## src/rtl/sargantana_icache_pkg.sv

```systemverilog
// Shared widths, helpers and response payload for the I-cache tag checker pipe.
package sargantana_icache_pkg;

  localparam int unsigned CHK_N_WAY   = 4;
  localparam int unsigned CHK_LINE_W  = 256;
  localparam int unsigned CHK_FETCH_W = 128;

  // Width of an index over n items, never narrower than one bit.
  function automatic int unsigned chk_clog2_min1(input int unsigned n);
    return (n <= 1) ? 1 : $clog2(n);
  endfunction

  localparam int unsigned CHK_IDX_W = chk_clog2_min1(CHK_LINE_W / CHK_FETCH_W);
  localparam int unsigned CHK_WAY_W = chk_clog2_min1(CHK_N_WAY);

  typedef struct packed {
    logic                   hit;
    logic                   multihit;
    logic [CHK_WAY_W-1:0]   way;
    logic [CHK_FETCH_W-1:0] data;
  } chk_rsp_t;

  localparam logic [0:0] CHK_EMPTY = 1'b0;
  localparam logic [0:0] CHK_FULL  = 1'b1;

endpackage

```

## src/rtl/sargantana_icache_way_prio_enc.sv

```systemverilog
// Lowest-set-index priority encoder with any/multiple-set flags.
module sargantana_icache_way_prio_enc
  import sargantana_icache_pkg::*;
#(
  parameter int unsigned N = 4,
  localparam int unsigned W = chk_clog2_min1(N)
) (
  input  logic [N-1:0] vec_i,
  output logic [W-1:0] idx_o,
  output logic         any_o,
  output logic         multi_o
);

  // Scanning downward leaves the lowest set index in idx_o.
  always_comb begin
    idx_o   = '0;
    any_o   = 1'b0;
    multi_o = 1'b0;
    for (int i = N - 1; i >= 0; i--) begin
      if (vec_i[i]) idx_o = W'(i);
    end
    for (int i = 0; i < N; i++) begin
      if (vec_i[i]) begin
        if (any_o) multi_o = 1'b1;
        any_o = 1'b1;
      end
    end
  end

endmodule

```

## src/rtl/sargantana_icache_checker_pipe.sv

```systemverilog
// I-cache tag checker: way compare, refill bypass, chunk select, one-entry
// valid/ready output register and saturating hit/miss counters.
module sargantana_icache_checker_pipe
  import sargantana_icache_pkg::*;
#(
  parameter int unsigned N_WAY   = 4,
  parameter int unsigned TAG_W   = 20,
  parameter int unsigned LINE_W  = 256,
  parameter int unsigned FETCH_W = 128,
  parameter int unsigned CNT_W   = 32,
  localparam int unsigned IDX_W  = chk_clog2_min1(LINE_W / FETCH_W),
  localparam int unsigned WAY_W  = chk_clog2_min1(N_WAY)
) (
  input  logic                      clk_i,
  input  logic                      rst_i,
  input  logic                      flush_i,
  input  logic                      req_valid_i,
  output logic                      req_ready_o,
  input  logic [TAG_W-1:0]          req_tag_i,
  input  logic [IDX_W-1:0]          req_idx_i,
  input  logic [N_WAY-1:0]          way_valid_i,
  input  logic [N_WAY*TAG_W-1:0]    rd_tags_i,
  input  logic [N_WAY*LINE_W-1:0]   rd_data_i,
  input  logic                      fill_valid_i,
  input  logic [TAG_W-1:0]          fill_tag_i,
  input  logic [WAY_W-1:0]          fill_way_i,
  input  logic [LINE_W-1:0]         fill_data_i,
  output logic                      rsp_valid_o,
  input  logic                      rsp_ready_i,
  output logic                      rsp_hit_o,
  output logic [WAY_W-1:0]          rsp_way_o,
  output logic                      rsp_multihit_o,
  output logic [FETCH_W-1:0]        rsp_data_o,
  input  logic                      perf_clr_i,
  output logic [CNT_W-1:0]          hit_cnt_o,
  output logic [CNT_W-1:0]          miss_cnt_o
);

  localparam int unsigned N_CHUNK = LINE_W / FETCH_W;

  logic [0:0]         state_q, state_d;
  logic               accept;
  logic [N_WAY-1:0]   match_c;
  logic [WAY_W-1:0]   enc_idx;
  logic               enc_any, enc_multi;
  logic               byp_c;
  logic [LINE_W-1:0]  sram_line_c, line_c;
  logic               hit_c, multi_c;
  logic [WAY_W-1:0]   way_c;
  logic [FETCH_W-1:0] data_c;

  logic               hit_q, multi_q;
  logic [WAY_W-1:0]   way_q;
  logic [FETCH_W-1:0] data_q;
  logic [CNT_W-1:0]   hit_cnt_q, hit_cnt_d, miss_cnt_q, miss_cnt_d;

  assign rsp_valid_o = (state_q == CHK_FULL);
  assign req_ready_o = !flush_i && (!rsp_valid_o || rsp_ready_i);
  assign accept      = req_valid_i && req_ready_o;

  always_comb begin
    match_c = '0;
    for (int i = 0; i < N_WAY; i++) begin
      match_c[i] = way_valid_i[i] && (rd_tags_i[i*TAG_W +: TAG_W] == req_tag_i);
    end
  end

  sargantana_icache_way_prio_enc #(.N(N_WAY)) u_prio_enc (
    .vec_i   (match_c),
    .idx_o   (enc_idx),
    .any_o   (enc_any),
    .multi_o (enc_multi)
  );

  assign byp_c = fill_valid_i && (fill_tag_i == req_tag_i);

  // Refill bypass overrides SRAM; out-of-range chunk index yields zero data.
  always_comb begin
    sram_line_c = '0;
    for (int i = 0; i < N_WAY; i++) begin
      if (enc_idx == WAY_W'(i)) sram_line_c = rd_data_i[i*LINE_W +: LINE_W];
    end
    hit_c   = byp_c || enc_any;
    multi_c = !byp_c && enc_multi;
    way_c   = byp_c ? fill_way_i : (enc_any ? enc_idx : '0);
    line_c  = byp_c ? fill_data_i : sram_line_c;
    data_c  = '0;
    if (hit_c) begin
      for (int c = 0; c < N_CHUNK; c++) begin
        if ((N_CHUNK == 1) || (req_idx_i == IDX_W'(c))) data_c = line_c[c*FETCH_W +: FETCH_W];
      end
    end
  end

  always_comb begin
    state_d = state_q;
    case (state_q)
      CHK_EMPTY: if (accept) state_d = CHK_FULL;
      CHK_FULL:  if (!accept && rsp_ready_i) state_d = CHK_EMPTY;
      default:   state_d = CHK_EMPTY;
    endcase
    if (flush_i) state_d = CHK_EMPTY;
  end

  always_comb begin
    hit_cnt_d  = hit_cnt_q;
    miss_cnt_d = miss_cnt_q;
    if (perf_clr_i) begin
      hit_cnt_d  = '0;
      miss_cnt_d = '0;
    end else if (accept) begin
      if (hit_c && (hit_cnt_q != '1))        hit_cnt_d  = hit_cnt_q + CNT_W'(1);
      else if (!hit_c && (miss_cnt_q != '1)) miss_cnt_d = miss_cnt_q + CNT_W'(1);
    end
  end

  always_ff @(posedge clk_i) begin
    if (rst_i) begin
      state_q    <= CHK_EMPTY;
      hit_q      <= 1'b0;
      multi_q    <= 1'b0;
      way_q      <= '0;
      data_q     <= '0;
      hit_cnt_q  <= '0;
      miss_cnt_q <= '0;
    end else begin
      state_q    <= state_d;
      hit_cnt_q  <= hit_cnt_d;
      miss_cnt_q <= miss_cnt_d;
      if (accept) begin
        hit_q   <= hit_c;
        multi_q <= multi_c;
        way_q   <= way_c;
        data_q  <= data_c;
      end
    end
  end

  assign rsp_hit_o      = hit_q;
  assign rsp_multihit_o = multi_q;
  assign rsp_way_o      = way_q;
  assign rsp_data_o     = data_q;
  assign hit_cnt_o      = hit_cnt_q;
  assign miss_cnt_o     = miss_cnt_q;

endmodule

```

## config.mk

```make
export PLATFORM = sky130hd
export DESIGN_NAME = sargantana_icache_checker_pipe
export DESIGN_NICKNAME = d
export VERILOG_FILES = /design/src/rtl/sargantana_icache_pkg.sv /design/src/rtl/sargantana_icache_way_prio_enc.sv /design/src/rtl/sargantana_icache_checker_pipe.sv
export SDC_FILE = /design/constraint.sdc
export NUM_CORES = 1
export LEC_CHECK = 0
export BUFFER_PORTS_ARGS = -buffer_cell sky130_fd_sc_hd__buf_2
export CAP_MARGIN = 0
export CORE_AREA = 2 2 634 636
export CTS_CLUSTER_SIZE = 25
export DETAILED_ROUTE_END_ITERATION = 10
export DIE_AREA = 0 0 636 638
export GPL_ROUTABILITY_DRIVEN = 0
export PLACE_DENSITY = 0.3
export SLEW_MARGIN = 20
export SYNTH_ARGS = -nofsm -noshare
export SYNTH_HDL_FRONTEND = slang
export SYNTH_SLANG_ARGS = --single-unit
export TNS_END_PERCENT = 20
```

## constraint.sdc

```tcl
create_clock -name clk_i -period 4.45 [get_ports clk_i]
set_clock_uncertainty 0.1 [all_clocks]
set_input_delay 0.89 -clock clk_i [delete_from_list [all_inputs] [get_ports clk_i]]
set_output_delay 0.89 -clock clk_i [all_outputs]
set_load 0.005 [all_outputs]
```

==> out/metrics.cfg, run 1 <==
[run_status]
status = complete, no violations

[finish]
layout_commonest_cell = buf_2
postLayoutCellArea_mm2 = 0.03863
nets = 5784
post-route-util = 0.09692
layout_common_cells = buf_2, o21ai_0, buf_4, a21oi_1, dfxtp_1
fillers = 46900
area_growth_pct = 87.87
drive_above_1_share = 0.4808

[die]
ios = 1612
coreArea_mm2 = 0.3986
dieWidth_um = 636
die_h_um = 638
rows = 232
dieArea_mm2 = 0.4058
start_util = 0.05159

[synthesis]
syn-cell-area_mm2 = 0.02056
avgSynthCellArea_um2 = 7.557
async_flop_share = 0
ys_seq_area_frac = 0.1918
synth_top_area_frac = 0.1918
yosys.cell_types.count = 70
synth_top_cell_by_area = dfxtp_1
yosys_most_used_dff = dfxtp_1
syn_inst = 2721
yosysWarningCount = 0
synth_edf_count = 0
synth_fp_nets = 4137
ys_seq_elements = 197
synthTopCellsByArea = dfxtp_1, o21ai_0, a2bb2oi_1, a21oi_1, a221oi_1

[timing]
finalHoldViolCount = 0
slew_headroom = 0.3795
tightest_slew_ps = 904.8
setup_tns_ps = 0
finalSetupViolations = 0
fmax_ghz = 0.2403
rsz0062_at_grt = no
slew_viol_final = 0
holdWs_ps = 370.2
layout_min_cycle_time_ps = 4161
fin_crit_sh = 0.9351

[power]
leakage_nw = 15.46
p_switching_mw = 2.335
clkPwrFrac = 0.391
pwr_density_cell_mw_per_mm2 = 156.1
swShare = 0.3872
p_int_mw = 3.695
ir_drop_v = 0.0001845
power_frac_comb = 0.312
seqPwrFrac = 0.297

[worst_hold_path]
min_to = rsp_hit_o$_SDFFE_PP0P_
min_from = rsp_hit_o$_SDFFE_PP0P_
hold_path_class = register to register
hold_depth = 1

[place]
portBuffers = 1611
placed_area_mm2 = 0.03755
dp_hpwl_mm = 304.6

[critical_path]
r2r_setup_slack_ps = 1090
crit_type = input port to register
critPathMaxStageDelay_ps = 670
cp_max_fo = 27
r2r_end = miss_cnt_o[18]$_SDFFE_PP0P_
r2r_start = miss_cnt_o[6]$_SDFFE_PP0P_
worstPathArrival_ps = 4570
cpMaxStageDelayCell = nor4b_1
crit_family = buffers and inverters
cp-start-kind = input port
crit_path_end_kind = register
reg2reg_depth = 10
crit_required_ps = 4850
critical_path_depth = 13
path_common_cell = buf_4
critical_path_buf_inv_count = 5
path_cells = buf_2, buf_4, xnor2_1, nand2_1, nor4b_1, buf_4, and2_4, buf_4, buf_4, a21oi_1, o2bb2ai_1, o211ai_1, a311oi_1

[clocking]
cts-root-buf = clkbuf_16
cts-hold-fix-buffers = 0
clk_pin_slew_ps = 90
clock_path_buffers = 3
numCtsBuffers = 21
cts.repair.resized = 0
cts_tree = done
cts-htree-levels = 4
post_cts_buffers = 0
clock-sinks = 197
clock_latency_ps = 640

[global_route]
grt.overflow.total = 0
grt_first_pass_wirelength_mm = 416.8
grt_util_all_layers = 0.1614
antenna_found_initial = 361
grt_max_degree = 79
grt_pass1_vias = 32630

[drt]
dr.max_layer_used = met5
drc = 0
drt_wl_total_mm = 343.5
first_pass_iters = 5
ant_nets = 0
met2RoutedLength_mm = 178.4
vias = 33980
drt-wirelength-per-cell_um = 35.05
wl_met1_mm = 121.2
met3_length_mm = 27.78
drt_iter0_markers = 3263
avgViaCountPerCell = 3.467

[flow_run]
maxCapViolCount = 0

[worst register-to-register path, stage by stage (launching register included)]
cell	delay, ps
dfxtp_1	420
nand4_1	230
nor2_1	80
buf_4	160
nand4_1	180
nor4_1	80
buf_4	160
or4b_2	750
or2_2	460
or4_1	540
a21oi_1	160
[flip-flops by register name, summed over array words and instances, names as in the netlist]
name / cells
rsp_valid_o: 1
rsp_way_o: 2
hit_cnt_o: 32
rsp_data_o: 128
rsp_multihit_o: 1
rsp_hit_o: 1
miss_cnt_o: 32
[power by group through the flow]
stage / logic (mW) / clock network (mW) / registers [mW]
after floorplan: 0.556 / 0 / 1.83
after global placement: 1.90 / 0 / 1.83
after detailed placement: 1.90 / 0 / 1.83
after CTS: 1.91 / 2.56 / 1.79
after global routing: 1.99 / 2.53 / 1.79
final: 1.88 / 2.36 / 1.79
[how the worst max path moves through the flow]
stage	start	end	slack (ps)
after global placement	req_tag_i[3]	rsp_data_o[74]$_SDFFE_PP0P_	-570
after CTS	req_tag_i[9]	rsp_data_o[69]$_SDFFE_PP0P_	330
final	req_tag_i[9]	rsp_data_o[69]$_SDFFE_PP0P_	290
after detailed placement	req_tag_i[9]	rsp_data_o[69]$_SDFFE_PP0P_	-350
after floorplan	req_tag_i[9]	rsp_data_o[107]$_SDFFE_PP0P_	520
after global routing	req_tag_i[9]	rsp_data_o[69]$_SDFFE_PP0P_	200
[per-layer routing]
metal	GRT usage	vias to the layer above
met3	0.05259	836
met2	0.3036	2168
met1	0.1675	16650
met5	0	-
met4	0.05218	152
li1	-	14170
[stage by stage]
step | cells | setup slack [ps] | power [mW]
after floorplan | 2721 | 523.5 | 2.384
after global placement | 9609 | -569.0 | 3.730
after detailed placement | 9610 | -347.2 | 3.731
after CTS | 9643 | 328.1 | 6.260
after global routing | 9769 | 202.4 | 6.312
final | 9799 | 288.9 | 6.030
[cell families after synthesis]
kind of cell / after synthesis / synth area share
XOR/XNOR: 153 / 0.06517
AO/OA/AOI/OAI: 1267 / 0.4439
flip-flops: 197 / 0.1918
AND/OR/NAND/NOR: 623 / 0.1584
buffers and inverters: 335 / 0.06541
adder cells (fa/ha/maj): 2 / 0.001217
multiplexers: 144 / 0.07411
[cell usage after synthesis (31+ instances only)]
cell,n
mux2i_1,78
nand2_1,140
dfxtp_1,197
a221oi_1,114
clkbuf_1,254
mux2_2,66
a21oi_1,214
o32a_1,60
a21o_1,31
nor2_1,153
xor2_1,47
o21ai_0,311
a211oi_1,35
nor3_1,55
nand4_1,34
xnor2_1,106
a31oi_1,31
a2bb2oi_1,148
o211a_1,61
nand3_1,44
and2_1,36
o221ai_1,34
buf_2,58
[final cells by class]
class / count / area, um2 / area share
Clock inverter: 11 / 152.6 / 0.003952
Antenna cell: 156 / 390.4 / 0.01011
Sequential cell: 197 / 3944 / 0.1021
Multi-Input combinational cell: 2189 / 15460 / 0.4002
Tap cell: 5265 / 6588 / 0.1705
Inverter: 7 / 28.78 / 0.0007450
Timing Repair Buffer: 1952 / 11530 / 0.2984
Clock buffer: 22 / 539.3 / 0.01396
(Power assumes the default switching activity.)
==> inputs of run 2 (changes only) <==
--- a/config.mk
+++ b/config.mk
@@ -12,6 +12,7 @@
 export DETAILED_ROUTE_END_ITERATION = 10
 export DIE_AREA = 0 0 636 638
 export GPL_ROUTABILITY_DRIVEN = 0
+export MAX_ROUTING_LAYER = met4
 export PLACE_DENSITY = 0.3
 export SLEW_MARGIN = 20
 export SYNTH_ARGS = -nofsm -noshare
==> out/metrics.cfg, run 2 (same netlist as run 1, synthesis figures left out) <==
[place]
dp_cells = 9610  ; unchanged
dp_hpwl_mm = 304.6  ; unchanged
placed_area_mm2 = 0.03755  ; unchanged
portBuffers = 1611  ; unchanged

[global_route]
grt_max_degree = 79  ; unchanged
grt_util_all_layers = 0.1661  ; +0.004689
grt.overflow.total = 0  ; unchanged
grt_first_pass_wirelength_mm = 416.9  ; about the same
grt_pass1_vias = 32590  ; -0.11%
antenna_found_initial = 360  ; -0.28%

[clocking]
clk_pin_slew_ps = 100  ; about the same
cts_tree = done
cts-root-buf = clkbuf_16
clock-sinks = 197  ; unchanged
numCtsBuffers = 21  ; unchanged
post_cts_buffers = 0  ; unchanged
clock_latency_ps = 640  ; about the same
cts-hold-fix-buffers = 0  ; unchanged
cts-htree-levels = 4  ; unchanged
cts.repair.resized = 0  ; unchanged
clock_path_buffers = 3  ; unchanged

[drt]
drt_iter0_markers = 3251  ; -0.37%
first_pass_iters = 6  ; +1
vias = 33610  ; -1.1%
drc = 0  ; unchanged
met2RoutedLength_mm = 179.5  ; +0.58%
dr.max_layer_used = met4
drt_wl_total_mm = 343.0  ; -0.13%
met3_length_mm = 27.34  ; -1.6%
avgViaCountPerCell = 3.404  ; -1.8%
drt-wirelength-per-cell_um = 34.74  ; -0.90%
wl_met1_mm = 122.2  ; +0.82%
ant_nets = 0  ; unchanged

[critical_path]
critical_path_buf_inv_count = 5  ; unchanged
worstPathArrival_ps = 4660  ; +90 ps
path_common_cell = buf_4
path_cells = buf_2, buf_4, xnor2_1, nand2_1, nor4b_1, buf_4, and2_4, buf_4, buf_4, a21oi_1, o2bb2ai_1, o211ai_1, a311oi_1
cpMaxStageDelayCell = nor4b_1
critPathMaxStageDelay_ps = 740  ; +70 ps
cp-start-kind = input port
crit_path_end_kind = register
cp_max_fo = 27  ; unchanged
crit_required_ps = 4860  ; about the same
crit_type = input port to register
crit_family = buffers and inverters

[finish]
regArea_mm2 = 0.003944  ; unchanged
layout_common_cells = buf_2, o21ai_0, buf_4, a21oi_1, dfxtp_1
fin_cells = 9875  ; +0.78%
fillers = 46890  ; -0.021%
nets = 5784  ; unchanged
layout_commonest_cell = buf_2
largest_reg_flops = 128  ; unchanged
drive_above_1_share = 0.4808  ; unchanged
multiInputGateArea_mm2 = 0.01546  ; unchanged
postLayoutCellArea_mm2 = 0.03882  ; +0.49%
area_growth_pct = 88.79

[timing]
slew_headroom = 0.3358  ; -0.04368
finalSetupViolations = 0  ; unchanged
finalHoldViolCount = 0  ; unchanged
rsz0062_at_grt = no
fin_crit_sh = 0.9554  ; +0.02036
holdWs_ps = 361.6  ; -8.554 ps
slew_viol_final = 0  ; unchanged
layout_min_cycle_time_ps = 4252  ; +90.61 ps
fmax_ghz = 0.2352  ; -2.1%
tightest_slew_ps = 968.5  ; +63.70 ps

[die]
coreArea_mm2 = 0.3986  ; unchanged
start_util = 0.05159  ; unchanged
dieWidth_um = 636  ; unchanged
rows = 232  ; unchanged
dieArea_mm2 = 0.4058  ; unchanged
ios = 1612  ; unchanged
die_h_um = 638  ; unchanged

[power]
leakage_nw = 15.46  ; about the same
ir_drop_v = 0.0001845  ; about the same
power_mw = 6.028  ; about the same
pwr_density_cell_mw_per_mm2 = 155.3  ; -0.53%

[worst_hold_path]
hold_path_class = input port to register

[flow_run]
maxCapViolCount = 0  ; unchanged

[run_status]
status = complete, no violations

run 2: changes by cell type in the layout (fill, tap and decap cells not counted):
| cell | change |
|---|---|
| diode_2 | +76 |
run 2: cell type report:
type | instances | share of cell area
multi-input combinational | 2189 | 0.3982
timing repair buffer | 1952 | 0.2969
tap | 5265 | 0.1697
sequential | 197 | 0.1016
antenna | 232 | 0.01496
clock buffer | 22 | 0.01389
clock inverter | 11 | 0.003932
inverter | 7 | 0.0007413
run 2: metrics by stage:
step                      setup WS (ps)     util  TNS [ps]
after global placement           -569.0  0.09417    -36090
after CTS                         328.1  0.09595         0
after floorplan                   523.5        -         0
after global routing              200.9  0.09723         0
final                             198.3  0.09740         0
after detailed placement         -347.2  0.09421    -12250
run 2: power breakdown:
group / leakage, nW / internal [mW] / switching, mW / total, mW
clock: 0.337 / 1.08 / 1.27 / 2.35
combinational: 13.5 / 0.839 / 1.04 / 1.88
sequential: 1.59 / 1.78 / 0.0163 / 1.79
total: 15.5 / 3.70 / 2.33 / 6.03
run 2: layer usage:
metal / GRT usage / up-vias
li1: - / 14290
met1: 0.1687 / 16600
met2: 0.3033 / 2072
met3: 0.04989 / 659
met4: 0.05374 / 0
met5: - / -
run 2: final timing paths:
kind | startpoint | endpoint | slack (ps) | cells past startpoint
worst max-delay path | req_tag_i[9] | rsp_data_o[69]$_SDFFE_PP0P_ | 200 | 13
worst min-delay path | flush_i | rsp_valid_o$_SDFF_PP0_ | 360 | 2
worst max register to register | miss_cnt_o[6]$_SDFFE_PP0P_ | miss_cnt_o[18]$_SDFFE_PP0P_ | 1090 | 10
worst min register to register | rsp_hit_o$_SDFFE_PP0P_ | rsp_hit_o$_SDFFE_PP0P_ | 370 | 1
